**src/rtl/seven_seg_reader.sv**
```systemverilog
// Seven-segment pattern reader: stability filter plus decode back to a digit code,
// reported once per distinct stable pattern over a valid/ready handshake.
module seven_seg_reader #(
    parameter int STABLE_CYCLES = 4
) (
    input  logic       i_clk,
    input  logic       i_rst,
    input  logic [6:0] i_seven,
    input  logic       i_ready,
    output logic       o_valid,
    output logic [3:0] o_dec,
    output logic       o_blank,
    output logic       o_err
);
    typedef enum logic {TRACK, OFFER} state_t;

    localparam logic [7:0] CNT_MAX   = 8'(STABLE_CYCLES - 1);
    localparam logic [6:0] PAT_BLANK = 7'b1111111;

    state_t     state;
    logic [6:0] trk;
    logic [6:0] rep;
    logic [7:0] cnt;
    logic       reported;
    logic       stable;
    logic       issue;
    logic [3:0] dec_d;
    logic       blank_d;
    logic       err_d;

    // Returns {dec[3:0], blank, err} for an active-low segment pattern.
    function automatic logic [5:0] decode(input logic [6:0] pat);
        logic [5:0] res;
        case (pat)
            7'b1000000: res = {4'd0, 2'b00};
            7'b1111001: res = {4'd1, 2'b00};
            7'b0100100: res = {4'd2, 2'b00};
            7'b0110000: res = {4'd3, 2'b00};
            7'b0011001: res = {4'd4, 2'b00};
            7'b0010010: res = {4'd5, 2'b00};
            7'b0000010: res = {4'd6, 2'b00};
            7'b1011000: res = {4'd7, 2'b00};
            7'b0000000: res = {4'd8, 2'b00};
            7'b0010000: res = {4'd9, 2'b00};
            PAT_BLANK:  res = {4'hF, 2'b10};
            default:    res = {4'hF, 2'b01};
        endcase
        return res;
    endfunction

    always_comb begin
        stable = (cnt == CNT_MAX);
        issue  = (state == TRACK) && stable && (!reported || (trk != rep));
        {dec_d, blank_d, err_d} = decode(trk);
    end

    always_ff @(posedge i_clk or negedge i_rst) begin
        if (!i_rst) begin
            trk      <= PAT_BLANK;
            cnt      <= 8'd0;
            rep      <= PAT_BLANK;
            reported <= 1'b0;
            state    <= TRACK;
            o_valid  <= 1'b0;
            o_dec    <= 4'd0;
            o_blank  <= 1'b0;
            o_err    <= 1'b0;
        end else begin
            // Tracking runs every cycle regardless of the handshake.
            trk <= i_seven;
            if (i_seven == trk)
                cnt <= (cnt == CNT_MAX) ? cnt : cnt + 8'd1;
            else
                cnt <= 8'd0;

            case (state)
                TRACK: begin
                    if (issue) begin
                        state    <= OFFER;
                        o_valid  <= 1'b1;
                        rep      <= trk;
                        reported <= 1'b1;
                        o_dec    <= dec_d;
                        o_blank  <= blank_d;
                        o_err    <= err_d;
                    end
                end
                OFFER: begin
                    // Report fields stay frozen until the consumer accepts.
                    if (i_ready) begin
                        state   <= TRACK;
                        o_valid <= 1'b0;
                    end
                end
                default: begin
                    state   <= TRACK;
                    o_valid <= 1'b0;
                end
            endcase
        end
    end
endmodule

```
**config.mk**
```make
export PLATFORM = sky130hd
export DESIGN_NAME = seven_seg_reader
export DESIGN_NICKNAME = d
export VERILOG_FILES = /design/src/rtl/seven_seg_reader.sv
export SDC_FILE = /design/constraint.sdc
export NUM_CORES = 1
export LEC_CHECK = 0
export CAP_MARGIN = 10
export CORE_MARGIN = 8
export CORE_UTILIZATION = 40
export CTS_CLUSTER_SIZE = 20
export DETAILED_ROUTE_END_ITERATION = 6
export PLACE_DENSITY = 0.57
export SLEW_MARGIN = 30
export SYNTH_ARGS = -nofsm -noshare
export SYNTH_HDL_FRONTEND = slang
export SYNTH_SLANG_ARGS = --single-unit
```
**constraint.sdc**
```tcl
create_clock -name i_clk -period 5.7 [get_ports i_clk]
set_input_delay 1.71 -clock i_clk [delete_from_list [all_inputs] [get_ports i_clk]]
set_output_delay 1.71 -clock i_clk [all_outputs]
set_load 0.02 [all_outputs]
```
==> results of run 1 <==
[sequential cells by signal (all words and copies together), names as in the netlist]
name	count
o_valid	1
reported	1
o_blank	1
o_err	1
o_dec	4
cnt	8
trk	7
state	1
rep	7
[worst max-delay path by stage]
stage	startpoint	endpoint	slack (ns)
after floorplan	i_seven[3]	cnt[2]$_DFFE_PN0P_	3.11
after global placement	i_seven[3]	cnt[2]$_DFFE_PN0P_	2.47
after detailed placement	i_seven[3]	cnt[2]$_DFFE_PN0P_	2.41
after CTS	i_seven[3]	cnt[2]$_DFFE_PN0P_	2.70
after global routing	i_seven[3]	cnt[2]$_DFFE_PN0P_	2.58
final	o_valid$_DFFE_PN0P_	o_valid	2.73
[cell usage in the layout, fill, tap and decap left out, types with 2 or more instances in the layout]
cell type	synthesis	routed
a21oi_1	10	10
and4_1	2	2
clkbuf_1	0	3
clkbuf_8	0	5
clkdlybuf4s50_1	0	16
dfrtp_1	17	17
dfstp_2	14	14
inv_1	2	2
mux2_2	5	5
mux2_4	2	2
nand2_1	5	5
nand2b_1	2	2
nand3_1	3	3
nand3b_1	2	2
nand4_1	4	4
nor2_1	12	12
nor4_1	3	3
o21ai_0	5	5
o21ai_1	2	2
or2_2	2	2
xnor2_1	9	9
xor2_1	12	12
[power breakdown]
part / internal, mW / switching, mW / total, mW
sequential: 0.225 / 0.00826 / 0.234
combinational: 0.0133 / 0.0118 / 0.0250
clock: 0.0866 / 0.0785 / 0.165
total: 0.325 / 0.0985 / 0.424
[metal layers]
| metal | up-vias | global-route usage [%] | share of wire [%] |
|---|---|---|---|
| met5 | - | 0 | 0 |
| met4 | 0 | 5.00 | 1.4 |
| met3 | 5 | 4.56 | 7.1 |
| met2 | 27 | 14.4 | 43 |
| met1 | 533 | 14.1 | 48 |
| li1 | 516 | - | - |
[per-stage QoR]
stage / hold slack (ns) / instance area (um2) / power, mW / utilization [%]
after floorplan: 0.431 / 1570 / 0.248 / -
after global placement: 0.452 / 1750 / 0.262 / 47.1
after detailed placement: 0.447 / 1750 / 0.262 / 47.1
after CTS: 0.463 / 1830 / 0.430 / 49.3
after global routing: 0.494 / 1830 / 0.442 / 49.3
final: 0.462 / 1830 / 0.424 / 49.3
[area by class of cell]
cell class	instances	area share, %
Timing Repair Buffer	17	9.15
Sequential cell	31	43.3
Inverter	2	0.410
Clock buffer	8	4.37
Tap cell	48	3.28
Multi-Input combinational cell	98	39.5
[cell families (layout without fill, tap and decap cells)]
group           after synthesis  in the layout  synth area share [%]
fa+ha+maj                     1              1                 0.796
compound gates               24             24                  10.0
buf+inv                      10             27                  3.50
flops                        31             31                  50.5
mux                           9              9                  6.85
xor+xnor                     21             21                  11.7
simple gates                 43             43                  16.6
[worst register-to-register path: stages (launching register included)]
cell	delay [ns]
dfstp_2	0.67
or3b_1	0.38
a211oi_1	0.45
a221o_1	0.25
o21bai_1	0.16
a21oi_1	0.09
==> summary.md, run 1 <==
| Metric | Value |
|---|---|
| ANT cells | `0` |
| Vias post-DR | `between 1k and 1.5k` |
| Most instantiated cells after synthesis | `17 x dfrtp_1, 14 x dfstp_2, 12 x nor2_1, 12 x xor2_1, 10 x a21oi_1` |
| Clock transition at the registers of the reported paths | `0.07 ns` |
| Clock skew | `0.00791 ns` |
| Starting Density | `42.3%` |
| Vias in the first global route | `1008` |
| DPL Wire Length | `2.08 mm` |
| Layout cells sized above 1 | `a little over a fifth` |
| FF+latch area | `between 700 and 800 um2` |
| Clk sinks | `31` |
| WHS Path Cells | `1` |
| Final Hold Viols | `0` |
| Die ar. | `6190 um2` |
| Crit share post-route | `52.1%` |
| Most frequent cell after synthesis | `dfrtp_1` |
| Largest net degree at the start of global routing | `32` |
| Hold endpoint | `reported$_DFFE_PN0P_` |
| Synthesized area per cell | `between 10 and 15 um2` |
| Site Rows | `22` |
| Status | `complete, no violations` |
| Cell Pwr Density | `approximately 230 nW/um2` |
| Worst-path fanout max | `3` |
| CTS Buf Count | `5` |
| Max Cap Viol | `0` |
| Seq/Total Area, Yosys | `50.5%` |
| Synthesized netlist cell count | `139` |
| Critical-path cell list | `clkdlybuf4s50_1` |
| CP Capture Type | `output port` |
| CTS tree | `built` |
| #FFs+latches synth | `31` |
| CP arrival | `1.26 ns` |
| WP data required | `between 3 and 4 ns` |
| Peak VDD IR | `121 uV` |
| Cell family with most CP delay | `buffers and inverters` |
| Fill count | `approximately 350` |
| Area leader, netlist | `dfrtp_1` |
| Post-CTS setup buffers | `0` |
| WL per Instance | `14.8 um` |
| Via-per-instance ratio | `5.30` |
| GRT Total Usage | `10.6%` |
| RSZ-0062 raised after global routing | `no` |
| Worst slew pin tran | `approximately 0.52 ns` |
| Die height | `roughly 79 um` |
| Iteration-0 DRC Markers | `76` |
| DRC | `0` |
| Post-synth EDFFs | `0` |
| Core Region | `3720 um2` |
| Ys flop type | `dfrtp_1` |
| CP max stage cell | `clkdlybuf4s50_1` |
| Clock Latency Late Sink | `0.28 ns` |
| Highest clock rate | `between 0.3 and 0.4 GHz` |
| R2R Path Start | `trk[1]$_DFF_PN1_` |
| Final Net Count | `166` |
| IO Port Bufs | `16` |
| CP bufs+invs | `1` |
| Worst Hold Launch | `reported$_DFFE_PN0P_` |
| CTS max path bufs | `2` |
| CTS root buffer | `clkbuf_8` |
| Worst R2R End | `o_dec[3]$_DFFE_PN0P_` |
| Ys Warns | `0` |
| Die W | `78.7 um` |
| Ys async rst share | `100%` |
| Top-area cell type share of the netlist area | `between 20 and 30%` |
| Startpoint Class | `register` |
| Largest cells by area after synthesis | `dfrtp_1 27%, dfstp_2 23%, xor2_1 6.7%, xnor2_1 5.0%, mux2_2 3.6%` |
| Net count after synthesis | `150` |
| Grt total ovfl | `0` |
| Final setup fails | `0` |
| Post-CTS Resized | `0` |
| Slew HR | `65.0%` |
| Final worst slack | `2.73 ns` |
| First drt pass iteration count | `4` |
| Static leakage | `0.759 nW` |
| First-pass GRT wire length | `5.03 mm` |
| Hold buffers post-CTS | `0` |
| R2R Setup Slk | `around 3.6 ns` |
| Worst hold-check path type | `reg -> reg` |
| R2r worst-path depth | `5` |
| Gpl congestion | `0.730` |
| Setup_tns | `0 ns` |
| Area of the mapped netlist | `1570 um2` |
| Crit Path Category | `reg -> out` |
| Yosys cell types | `41` |
| Dpl cells | `196` |
| Area growth syn-to-layout | `16.6%` |
| Stages on worst setup path | `1` |
| Post-route ant nets | `0` |
| Place WS | `between 2 and 2.5 ns` |
| Multi-input logic area | `723 um2` |
| Fin. max-slew vios | `0` |
| Initial antenna violation count | `0` |
| Post-Route WL | `a little over 3 mm` |
| Htree depth | `2` |
| Post-Layout Cell Count | `204` |
| Final min period | `2.97 ns` |
| Io pins | `17` |
| Critical path's largest stage delay | `0.61 ns` |
Note: power is estimated with default switching activity, not from simulation.
==> run 2: changes to the inputs <==
Settings changed: PLACE_DENSITY 0.57 to 0.59.
Clock period 5.7 ns to 2.65 ns, I/O delays scaled along.
==> run 2 against run 1 <==
Design area hardly changed. Combinational power grew 120%. Utilization about the same. Sequential share of layout area about the same. Cell count is the same. Critical path type is now reg -> reg. Largest cell class unchanged. Highest routed layer unchanged.
==> summary.md, run 2 (synthesis results as in run 1) <==
| Metric | Value |
|---|---|
| GRT Total Usage | `10.7% (+0.097 points)` |
| Gpl congestion | `0.748 (+2.5%)` |
| CTS tree | `built` |
| DPL Wire Length | `2.10 mm (+0.90%)` |
| Critical-path cell list | `or3b_1 > a211oi_1 > a221o_1 > o21bai_1 > a21oi_1` |
| Post-CTS setup buffers | `0 (unchanged)` |
| IO Port Bufs | `16 (unchanged)` |
| Most frequent cells in the layout | `17 x dfrtp_1, 16 x clkdlybuf4s50_1, 14 x dfstp_2` |
| Largest net degree at the start of global routing | `32 (unchanged)` |
| Final Power | `911 uW (+110%)` |
| Slew HR | `67.2% (+2.2 points)` |
| Die ar. | `6190 um2 (unchanged)` |
| Final min period | `about 2.1 ns` |
| Core Region | `3720 um2 (unchanged)` |
| CTS max path bufs | `2 (unchanged)` |
| Final setup fails | `0 (unchanged)` |
| Highest clock rate | `0.477 GHz` |
| Starting Density | `42.3% (unchanged)` |
| Cell family with most CP delay | `compound AO/OA/AOI/OAI gates` |
| Largest Register | `cnt` |
| Clock transition at the registers of the reported paths | `0.06 ns (about the same)` |
| Clock Latency Late Sink | `0.29 ns (about the same)` |
| Iteration-0 DRC Markers | `72 (-5.3%)` |
| Cell Pwr Density | `497 nW/um2 (+110%)` |
| Startpoint Class | `register` |
| CP max stage cell | `dfstp_2` |
| Post-CTS Resized | `0 (unchanged)` |
| Area growth syn-to-layout | `16.6% (about the same)` |
| WP data required | `2.82 ns (-1.17 ns)` |
| Final Net Count | `166 (unchanged)` |
| Final Hold Viols | `0 (unchanged)` |
| Largest regs | `cnt: 8 flops, rep: 7 flops, trk: 7 flops` |
| Setup_tns | `0 ns (unchanged)` |
| Htree depth | `2 (unchanged)` |
| Post-route ant nets | `0 (unchanged)` |
| Fill count | `356 (+0.85%)` |
| Static leakage | `0.762 nW (+0.36%)` |
| Most common cell after layout, fill and taps aside | `dfrtp_1` |
| Hold buffers post-CTS | `0 (unchanged)` |
| CP arrival | `2.27 ns (+1.01 ns)` |
| Site Rows | `22 (unchanged)` |
| ANT cells | `0 (unchanged)` |
| First drt pass iteration count | `4 (unchanged)` |
| CP Capture Type | `register` |
| Die W | `78.7 um (unchanged)` |
| Worst hold-check path type | `reg -> reg` |
| CTS root buffer | `clkbuf_8` |
| DRC | `0 (unchanged)` |
| Max Cap Viol | `0 (unchanged)` |
| Layout cells sized above 1 | `21.8% (+0.64 points)` |
| RSZ-0062 raised after global routing | `no` |
| Via-per-instance ratio | `5.24 (-1.2%)` |
| Crit Path Category | `reg -> reg` |
| CP bufs+invs | `0 (-1)` |
| Worst-path fanout max | `13 (+10)` |
| Clk sinks | `31 (unchanged)` |
| Max reg flops | `8 (unchanged)` |
| First-pass GRT wire length | `5.19 mm (+3.1%)` |
| Status | `complete, no violations` |
| Io pins | `17 (unchanged)` |
| Vias post-DR | `1068 (-1.2%)` |
| Post-Route WL | `3.08 mm (+1.9%)` |
| Vias in the first global route | `1068 (+6.0%)` |
| Clock skew | `0.00580 ns (-0.00211 ns)` |
| CTS Buf Count | `5 (unchanged)` |
| Critical path's largest stage delay | `0.67 ns (+0.06 ns)` |
| WL per Instance | `15.1 um (+1.9%)` |
| Peak VDD IR | `229 uV (+90%)` |
| Worst slew pin tran | `0.488 ns (-0.0332 ns)` |
| Post-Layout Cell Count | `204 (unchanged)` |
| Fin. max-slew vios | `0 (unchanged)` |
| Dpl cells | `196 (unchanged)` |
| Initial antenna violation count | `0 (unchanged)` |
| Grt total ovfl | `0 (unchanged)` |
| Die height | `78.7 um (unchanged)` |
| Crit share post-route | `between 70 and 80%` |
run 2: cell types whose count changed in the layout (fill, tap and decap cells not counted):
cell | previous run | this run
clkbuf_1 | 3 | 2
clkinv_2 | 0 | 1
run 2: power breakdown:
| group | total (mW) | switching, mW | internal, mW |
|---|---|---|---|
| clock | 0.354 | 0.170 | 0.184 |
| sequential | 0.503 | 0.0178 | 0.485 |
| combinational | 0.0539 | 0.0254 | 0.0285 |
| total | 0.911 | 0.213 | 0.697 |
run 2: layout make-up:
| cell class | instances | area (um2) | share of cell area, % |
|---|---|---|---|
| Inverter | 2 | 7.51 | 0.410 |
| Sequential cell | 31 | 793 | 43.3 |
| Multi-Input combinational cell | 98 | 723 | 39.5 |
| Clock inverter | 1 | 5.00 | 0.273 |
| Timing Repair Buffer | 17 | 168 | 9.15 |
| Clock buffer | 7 | 76.3 | 4.16 |
| Tap cell | 48 | 60.1 | 3.28 |
run 2: routing by layer:
layer	global-route usage, %	up-vias	part of all wire [%]
met1	14.0	522	49
met5	0	-	0
met2	15.1	22	44
met3	3.53	6	5.1
met4	6.11	0	2.1
li1	-	518	-
run 2: worst register-to-register path: cells and delay by family, from the launching register on:
kind               cells  cell delay [ns]
and+or+nand+nor        1             0.38
AOI/OAI and AO/OA      4             0.92
DFF                    1             0.67
run 2: per-stage QoR:
step	utilization, %	worst slack, ns	area (um2)	hold slack (ns)
finish	49.3	0.552	1830	0.459
global route	49.3	0.433	1830	0.483
CTS	49.3	0.501	1830	0.459
detailed placement	47.1	0.227	1750	0.444
global placement	47.1	0.328	1750	0.449
floorplan	-	0.805	1570	0.431
run 2: path summary, 6_finish.rpt:
check	startpoint	end	slack (ns)	depth (start not counted)
min in group asynchronous	i_rst	o_valid$_DFFE_PN0P_	0.90	2
worst max register to register	trk[1]$_DFF_PN1_	o_dec[3]$_DFFE_PN0P_	0.55	5
worst min-delay path	reported$_DFFE_PN0P_	reported$_DFFE_PN0P_	0.46	1
worst max-delay path	trk[1]$_DFF_PN1_	o_dec[3]$_DFFE_PN0P_	0.55	5
worst min register to register	reported$_DFFE_PN0P_	reported$_DFFE_PN0P_	0.46	1
max in group asynchronous	i_rst	trk[3]$_DFF_PN1_	1.42	2
==> run 3: changes to the inputs <==
Clock period 2.65 ns to 1.9 ns, I/O delays scaled along.
==> run 3 against run 2 <==
Clock power rose by 89%. Die area is the same. Non-clock buffer count rose by 18. Cell count up 8.8%. Wire length increased by 9.7%.
==> summary.md, run 3 (synthesis results as in run 1) <==
| Metric | Value |
|---|---|
| CP Capture Type | `output port` |
| Fin. max-slew vios | `0 (unchanged)` |
| Iteration-0 DRC Markers | `72 (unchanged)` |
| Final Net Count | `184 (+11%)` |
| Vias in the first global route | `1220 (+14%)` |
| Post-route ant nets | `0 (unchanged)` |
| Post-Layout Cell Count | `222 (+8.8%)` |
| Hold buffers post-CTS | `0 (unchanged)` |
| Largest Register | `cnt` |
| Final min period | `1.82 ns` |
| Clock power share | `45.7% (+6.8 points)` |
| Gate power share | `7.7% (+1.8 points)` |
| Cell family with most CP delay | `buffers and inverters` |
| R2R Path Start | `trk[4]$_DFF_PN1_` |
| Largest regs | `cnt: 8 flops, rep: 7 flops, trk: 7 flops` |
| Peak VDD IR | `354 uV (+55%)` |
| Worst-path fanout max | `2 (-11)` |
| Die height | `78.7 um (unchanged)` |
| Final core utilization | `54.7% (+5.4 points)` |
| Final setup fails | `0 (unchanged)` |
| First drt pass iteration count | `4 (unchanged)` |
| Critical-path cell list | `clkdlybuf4s50_1` |
| Die ar. | `6190 um2 (unchanged)` |
| Io pins | `17 (unchanged)` |
| CP arrival | `1.25 ns (-1.02 ns)` |
| Max reg flops | `8 (unchanged)` |
| Crit share post-route | `95.9%` |
| Clock skew | `0.00464 ns (-0.00116 ns)` |
| Die W | `78.7 um (unchanged)` |
| Net switching power | `313 uW (+47%)` |
| Cell Pwr Density | `721 nW/um2 (+45%)` |
| DPL Wire Length | `2.42 mm (+15%)` |
| Layout cells sized above 1 | `32.2% (+10 points)` |
| CP bufs+invs | `1 (+1)` |
| Site Rows | `22 (unchanged)` |
| Grt total ovfl | `0 (unchanged)` |
| Status | `complete, no violations` |
| Sw Share | `21.3% (-2.1 points)` |
| WP data required | `1.33 ns (-1.49 ns)` |
| Area after DPL | `1860 um2 (+6.4%)` |
| Hold endpoint | `reported$_DFFE_PN0P_` |
| Via-per-instance ratio | `5.17 (-1.2%)` |
| R2r worst-path depth | `6 (+1)` |
| CTS max path bufs | `2 (unchanged)` |
| Core Region | `3720 um2 (unchanged)` |
| Worst R2R End | `rep[0]$_DFFE_PN1P_` |
| Worst slew pin tran | `0.508 ns (+0.0196 ns)` |
| Area growth syn-to-layout | `29.4%` |
| ANT cells | `0 (unchanged)` |
| Critical path's largest stage delay | `0.61 ns (-0.06 ns)` |
| Clk sinks | `31 (unchanged)` |
| P_int | `1.15 mW (+65%)` |
| Htree depth | `2 (unchanged)` |
| Highest clock rate | `0.549 GHz` |
| Max Cap Viol | `0 (unchanged)` |
| First-pass GRT wire length | `5.87 mm (+13%)` |
| Worst Hold Launch | `reported$_DFFE_PN0P_` |
| CTS root buffer | `clkbuf_8` |
| Crit Path Category | `reg -> out` |
| Post-route design area | `2030 um2 (+11%)` |
| Initial antenna violation count | `0 (unchanged)` |
| IO Port Bufs | `16 (unchanged)` |
| DRC | `0 (unchanged)` |
| Starting Density | `42.3% (unchanged)` |
| Vias post-DR | `1148 (+7.5%)` |
| GRT Total Usage | `11.9% (+1.2 points)` |
| RSZ-0062 raised after global routing | `yes` |
| Most frequent cells in the layout | `17 x dfrtp_1, 17 x buf_4, 16 x clkdlybuf4s50_1` |
| Largest net degree at the start of global routing | `32 (unchanged)` |
| Dpl cells | `211 (+7.7%)` |
| WHS Path Cells | `1 (unchanged)` |
| Worst hold-check path type | `reg -> reg` |
| Startpoint Class | `register` |
| Final Power | `1.47 mW (+61%)` |
| Slew HR | `65.9% (-1.3 points)` |
| CP max stage cell | `clkdlybuf4s50_1` |
| Share of power burned in registers | `46.6% (-8.6 points)` |
| Post-Route WL | `3.38 mm (+9.7%)` |
| WL per Instance | `15.2 um (+0.84%)` |
| Clock Latency Late Sink | `0.28 ns (about the same)` |
| Gpl congestion | `0.807 (+7.8%)` |
| R2R Setup Slk | `0.08 ns (-0.47 ns)` |
| Static leakage | `0.876 nW (+15%)` |
| Fill count | `345 (-3.1%)` |
| CTS tree | `built` |
| Final Hold Viols | `0 (unchanged)` |
| Clock transition at the registers of the reported paths | `0.07 ns (about the same)` |
| CTS Buf Count | `5 (unchanged)` |
## run 3: changes by cell type in the layout (fill, tap and decap cells not counted), sizes merged
cell    before  now
buf          1   19
bufinv       0    1
clkbuf       7    6
## run 3: timing repair
action,in CTS,in global routing
endpoints found under the setup margin,0,5
setup buffers,0,3
gates resized for setup,0,3
## run 3: layout make-up
class / count / area, um2 / area share, %
tap: 48 / 60.1 / 2.95
sequential: 31 / 793 / 39.0
inverter: 2 / 7.51 / 0.369
timing repair buffer: 35 / 319 / 15.7
clock buffer: 6 / 82.6 / 4.06
multi-input combinational: 98 / 736 / 36.2
clock inverter: 2 / 35.0 / 1.72
## run 3: layer usage
metal  track usage, %  vias to the layer above  wire length, um
met5                0                        -                0
met4             6.11                        0               62
met3             2.73                        4              101
met2             18.3                       20             1570
met1             15.3                      572             1650
li1                 -                      552                -
## run 3: how the worst max path moves through the flow
| stage | start | to | slack, ns | cells past startpoint |
|---|---|---|---|---|
| final | o_dec[0]$_DFFE_PN0P_ | o_dec[0] | 0.08 | 1 |
| after CTS | rep[4]$_DFFE_PN1P_ | o_dec[3]$_DFFE_PN0P_ | 0.003 | 7 |
| after global placement | i_seven[2] | cnt[2]$_DFFE_PN0P_ | -0.07 | 6 |
| after floorplan | trk[3]$_DFF_PN1_ | rep[1]$_DFFE_PN1P_ | 0.06 | 6 |
| after global routing | trk[4]$_DFF_PN1_ | rep[0]$_DFFE_PN1P_ | -0.01 | 6 |
| after detailed placement | i_seven[1] | cnt[2]$_DFFE_PN0P_ | -0.07 | 6 |
## run 3: stage by stage
stage / hold slack (ns) / setup TNS, ns / setup WS, ns
after floorplan: 0.274 / 0 / 0.0553
after global placement: 0.457 / -0.447 / -0.0666
after detailed placement: 0.463 / -0.451 / -0.0747
after CTS: 0.479 / 0 / 0.00276
after global routing: 0.520 / -0.0177 / -0.0132
final: 0.485 / 0 / 0.0784
## run 3: power by group through the flow
stage	logic, mW	clock network, mW	registers (mW)
final	0.113	0.670	0.683
after global routing	0.126	0.726	0.683
after CTS	0.111	0.690	0.682
after detailed placement	0.111	0	0.693
after global placement	0.109	0	0.693
after floorplan	0.0556	0	0.688
